### src/rtl/updn_ctr_seq.sv
// Command sequencer driving an external up/down counter: optional preload, then a
// prescaled burst of cen pulses, with abort and wrap detection from the counter feedback.
module updn_ctr_seq #(
   parameter int unsigned WIDTH  = 3,
   parameter int unsigned STEP_W = 8,
   parameter int unsigned RATE_W = 8
) (
   input  logic              clk,
   input  logic              reset,
   input  logic              cmd_valid,
   output logic              cmd_ready,
   input  logic              cmd_dir,
   input  logic              cmd_load,
   input  logic [WIDTH-1:0]  cmd_data,
   input  logic [STEP_W-1:0] cmd_steps,
   input  logic [RATE_W-1:0] rate,
   input  logic              abort,
   input  logic [WIDTH-1:0]  count_in,
   output logic              up_dn,
   output logic              load,
   output logic [WIDTH-1:0]  data,
   output logic              cen,
   output logic              busy,
   output logic              done,
   output logic              aborted,
   output logic              wrap_evt
);

   localparam logic [1:0] StIdle = 2'd0;
   localparam logic [1:0] StLoad = 2'd1;
   localparam logic [1:0] StRun  = 2'd2;
   localparam logic [1:0] StDone = 2'd3;

   logic [1:0]        state_q, state_d;
   logic [STEP_W-1:0] rem_q, rem_d;
   logic [RATE_W-1:0] psc_q, psc_d;
   logic [RATE_W-1:0] rate_q, rate_d;
   logic [WIDTH-1:0]  data_q, data_d;
   logic              dir_q, dir_d;
   logic              cen_q, cen_d;
   logic              wrap_q, wrap_d;
   logic              aborted_q, aborted_d;
   logic              wrap_hit;

   // The step about to be issued moves the counter past its end in the latched direction.
   assign wrap_hit = dir_q ? (count_in == {WIDTH{1'b1}}) : (count_in == '0);

   always_comb begin
      state_d   = state_q;
      rem_d     = rem_q;
      psc_d     = psc_q;
      rate_d    = rate_q;
      data_d    = data_q;
      dir_d     = dir_q;
      cen_d     = 1'b0;
      wrap_d    = 1'b0;
      aborted_d = 1'b0;
      case (state_q)
         StIdle: begin
            if (cmd_valid) begin
               dir_d  = cmd_dir;
               rem_d  = cmd_steps;
               rate_d = rate;
               psc_d  = '0;
               if (cmd_load) begin
                  data_d  = cmd_data;
                  state_d = StLoad;
               end else begin
                  state_d = (cmd_steps != '0) ? StRun : StDone;
               end
            end
         end
         StLoad: begin
            psc_d = '0;
            if (abort) begin
               state_d   = StDone;
               aborted_d = 1'b1;
            end else begin
               state_d = (rem_q != '0) ? StRun : StDone;
            end
         end
         StRun: begin
            if (abort) begin
               state_d   = StDone;
               aborted_d = 1'b1;
            end else if (psc_q == rate_q) begin
               psc_d  = '0;
               cen_d  = 1'b1;
               wrap_d = wrap_hit;
               if (rem_q != '0) rem_d = rem_q - 1'b1;
               // Final pulse lands together with done.
               if (rem_q <= STEP_W'(1)) state_d = StDone;
            end else begin
               psc_d = psc_q + 1'b1;
            end
         end
         StDone: state_d = StIdle;
         default: state_d = StIdle;
      endcase
   end

   always_ff @(posedge clk) begin
      if (!reset) begin
         state_q   <= StIdle;
         rem_q     <= '0;
         psc_q     <= '0;
         rate_q    <= '0;
         data_q    <= '0;
         dir_q     <= 1'b0;
         cen_q     <= 1'b0;
         wrap_q    <= 1'b0;
         aborted_q <= 1'b0;
      end else begin
         state_q   <= state_d;
         rem_q     <= rem_d;
         psc_q     <= psc_d;
         rate_q    <= rate_d;
         data_q    <= data_d;
         dir_q     <= dir_d;
         cen_q     <= cen_d;
         wrap_q    <= wrap_d;
         aborted_q <= aborted_d;
      end
   end

   assign cmd_ready = (state_q == StIdle);
   assign busy      = (state_q != StIdle);
   assign load      = (state_q == StLoad);
   assign done      = (state_q == StDone);
   assign up_dn     = dir_q;
   assign data      = data_q;
   assign cen       = cen_q;
   assign wrap_evt  = wrap_q;
   assign aborted   = aborted_q;

endmodule

### config.mk
export PLATFORM = sky130hd
export DESIGN_NAME = updn_ctr_seq
export DESIGN_NICKNAME = d
export VERILOG_FILES = /design/src/rtl/updn_ctr_seq.sv
export SDC_FILE = /design/constraint.sdc
export NUM_CORES = 1
export LEC_CHECK = 0
export ABC_AREA = 1
export CAP_MARGIN = 15
export CORE_ASPECT_RATIO = 0.6
export CORE_UTILIZATION = 48
export DETAILED_ROUTE_END_ITERATION = 12
export PLACE_DENSITY = 0.74
export SYNTH_ARGS = -nofsm -noshare
export SYNTH_HDL_FRONTEND = slang
export SYNTH_SLANG_ARGS = --single-unit
### constraint.sdc
create_clock -name clk -period 3.8 [get_ports clk]
set_input_delay 0.76 -clock clk [delete_from_list [all_inputs] [get_ports clk]]
set_output_delay 0.76 -clock clk [all_outputs]
set_load 0.01 [all_outputs]
==> impl_metrics.toml <==
[die]
top_level_ports = 39
die_area_mm2 = 0.004129
rows = 17
initial_core_util = 0.5046
die_h_um = 50.18
core_mm2 = 0.003680
die_w_um = 82.30

[pwr]
power.density_mw_per_mm2 = 711.4
irDropWorstVdd_v = 0.0004720
leakage_nw = 1.033

[placed_design]
dp_slack_ns = 1.468
hpwlAfterDp_mm = 3.337
portBuffers = 38
place_congestion = 0.8392

[sta]
tightest_slew_ns = 0.7505
drv_slew = 0
fin_worst_skew_ns = 0.007486
hold_violations = 0
rsz0062_at_grt = "no"
relSlewSlack = 0.4981
period_share = 0.6595
setup_ws_ns = 1.294
fmax_mhz = 399.0
setup_tns_ns = 0
fin_crit_ns = 2.506
setup_viol = 0

[clock_tree]
clk_pin_slew_ns = 0.06
postCtsHoldBufs = 0
post_cts_buffers = 0
cts_sinks = 33
ctsRootBufferMaster = "clkbuf_8"
clk_latency_ns = 0.29
cts_tree = "done"
htree_levels = 2
cts_resized = 0
ctsLongestPathBuffers = 2
numCtsBuffers = 5

[drt]
drc = 0
drtIter0Drc = 115
drt_wl_total_mm = 4.237
ant_nets = 0
vias = 1826
viasPerCell = 4.949
drt-wirelength-per-cell_um = 11.48
drt_pre_antenna_iters = 4

[cells_and_area]
nets = 359
drive_gt1_frac = 0.06832
layout_common_cells = "nand2_1, nor2_1, clkdlybuf4s50_1, dfxtp_1, inv_1"
syn_to_final_growth_pct = 26.08
layout_commonest_cell = "nand2_1"
n_antenna_cell = 0

[synth]
syn_nets = 319
avgSynthCellArea_um2 = 6.561
synth-seq-cells = 33
yosys_warnings = 0
synth_area_mm2 = 0.001857
synth.distinct_cells = 28
ys_seq_area_frac = 0.3558
postSynthCellCount = 283

[min_path]
hold_path_class = "flop to flop"

[critical_path]
required_ns = 3.04
cp_data_arrival_time_ns = 1.75
crit_path_max_fanout = 5
worstSetupPathType = "flop to output port"
start_kind = "flop"
worst_setup_path_end_kind = "output port"

[global_route]
grt_max_degree = 23
overflow = 0
grt_usage = 0.2358
grt_pass1_wl_mm = 7.127
antenna_found_initial = 0
grt_pass1_vias = 1519

[flow_run]
drv_cap = 0

[outcome]
status = "finished, final reports clean"
==> worst max-delay path, stage by stage, from the launching register on <==
cell and delay [ns]:
dfxtp_1 0.40, inv_1 0.08, ha_1 0.26, inv_1 0.16
clkdlybuf4s50_1 0.56
==> layout make-up <==
type | instances | area, µm²
Fill cell | 356 | 1339
Sequential cell | 33 | 660.6
Timing Repair Buffer | 38 | 380.4
Clock buffer | 5 | 68.82
Clock inverter | 1 | 5.005
Inverter | 31 | 116.4
Multi-Input combinational cell | 214 | 1051
Tap cell | 47 | 58.81
==> report_power, final <==
group / leakage (nW) / internal, W / switching [W] / total, W
Clock: 0.0399 / 0.000120 / 0.000122 / 0.000242
Sequential: 0.271 / 0.000441 / 0.0000874 / 0.000529
Combinational: 0.722 / 0.000343 / 0.000551 / 0.000894
==> cells by family (layout without fill, tap and decap cells) <==
kind of cell,Yosys count,in the layout,synth area share
AOI/OAI and AO/OA,34,34,0.09501
xor gates and xnor gates,6,6,0.02830
adders and majority gates,8,8,0.05391
buffers and inverters,36,75,0.07816
DFF,33,33,0.3558
and+or+nand+nor,166,166,0.3888
==> per-stage QoR <==
| step | cells | util | power [W] | instance area (µm²) | hold slack (ns) |
|---|---|---|---|---|---|
| 2_1_floorplan | 283 | - | 0.001185 | 1857 | 0.4439 |
| 3_3_place_gp | 363 | 0.6161 | 0.001403 | 2267 | 0.4582 |
| 3_5_place_dp | 363 | 0.6161 | 0.001419 | 2267 | 0.4614 |
| 4_1_cts | 369 | 0.6362 | 0.001664 | 2341 | 0.4735 |
| 5_1_grt | 369 | 0.6362 | 0.001833 | 2341 | 0.4946 |
| 6_report | 369 | 0.6362 | 0.001665 | 2341 | 0.4704 |
==> cells in the mapped netlist (all sizes together) <==
library cell	n	share of area
nand3b	3	0.012
o21ai	19	0.051
clkinv	1	0.0020
nand2	73	0.16
a21o	1	0.0047
a21oi	13	0.035
and3	1	0.0034
clkbuf	1	0.0020
nand4	3	0.013
o21a	1	0.0040
xor2	1	0.0047
inv	30	0.061
or2	1	0.0034
xnor2	5	0.024
dfxtp	33	0.36
buf	4	0.013
nor3	6	0.016
nand3	19	0.051
ha	8	0.054
nor4	1	0.0034
nor2	59	0.13
==> metal layers <==
| layer | vias to the layer above | wire length, µm | global-route usage |
|---|---|---|---|
| met5 | - | 0 | 0 |
| met4 | 0 | 56 | 0.09064 |
| met3 | 7 | 458 | 0.07455 |
| met2 | 69 | 1490 | 0.2796 |
| met1 | 777 | 2231 | 0.3737 |
| li1 | 973 | - | - |
==> path summary, 6_finish.rpt <==
| path | startpoint | to | slack [ns] | cells past startpoint |
|---|---|---|---|---|
| max | state_q[0] | busy | 1.29 | 4 |
| min reg2reg | data[2] | data[2] | 0.47 | 2 |
| min | data[2] | data[2] | 0.47 | 2 |
| max reg2reg | state_q[0] | rem_q[6] | 1.65 | 10 |
==> sequential cells by signal (all words and copies together) (netlist names) <==
| name | count |
|---|---|
| aborted | 1 |
| data | 3 |
| wrap_evt | 1 |
| rate_q | 8 |
| rem_q | 8 |
| up_dn | 1 |
| psc_q | 8 |
| cen | 1 |
| state_q | 2 |
Power figures use the tool's default switching activity.
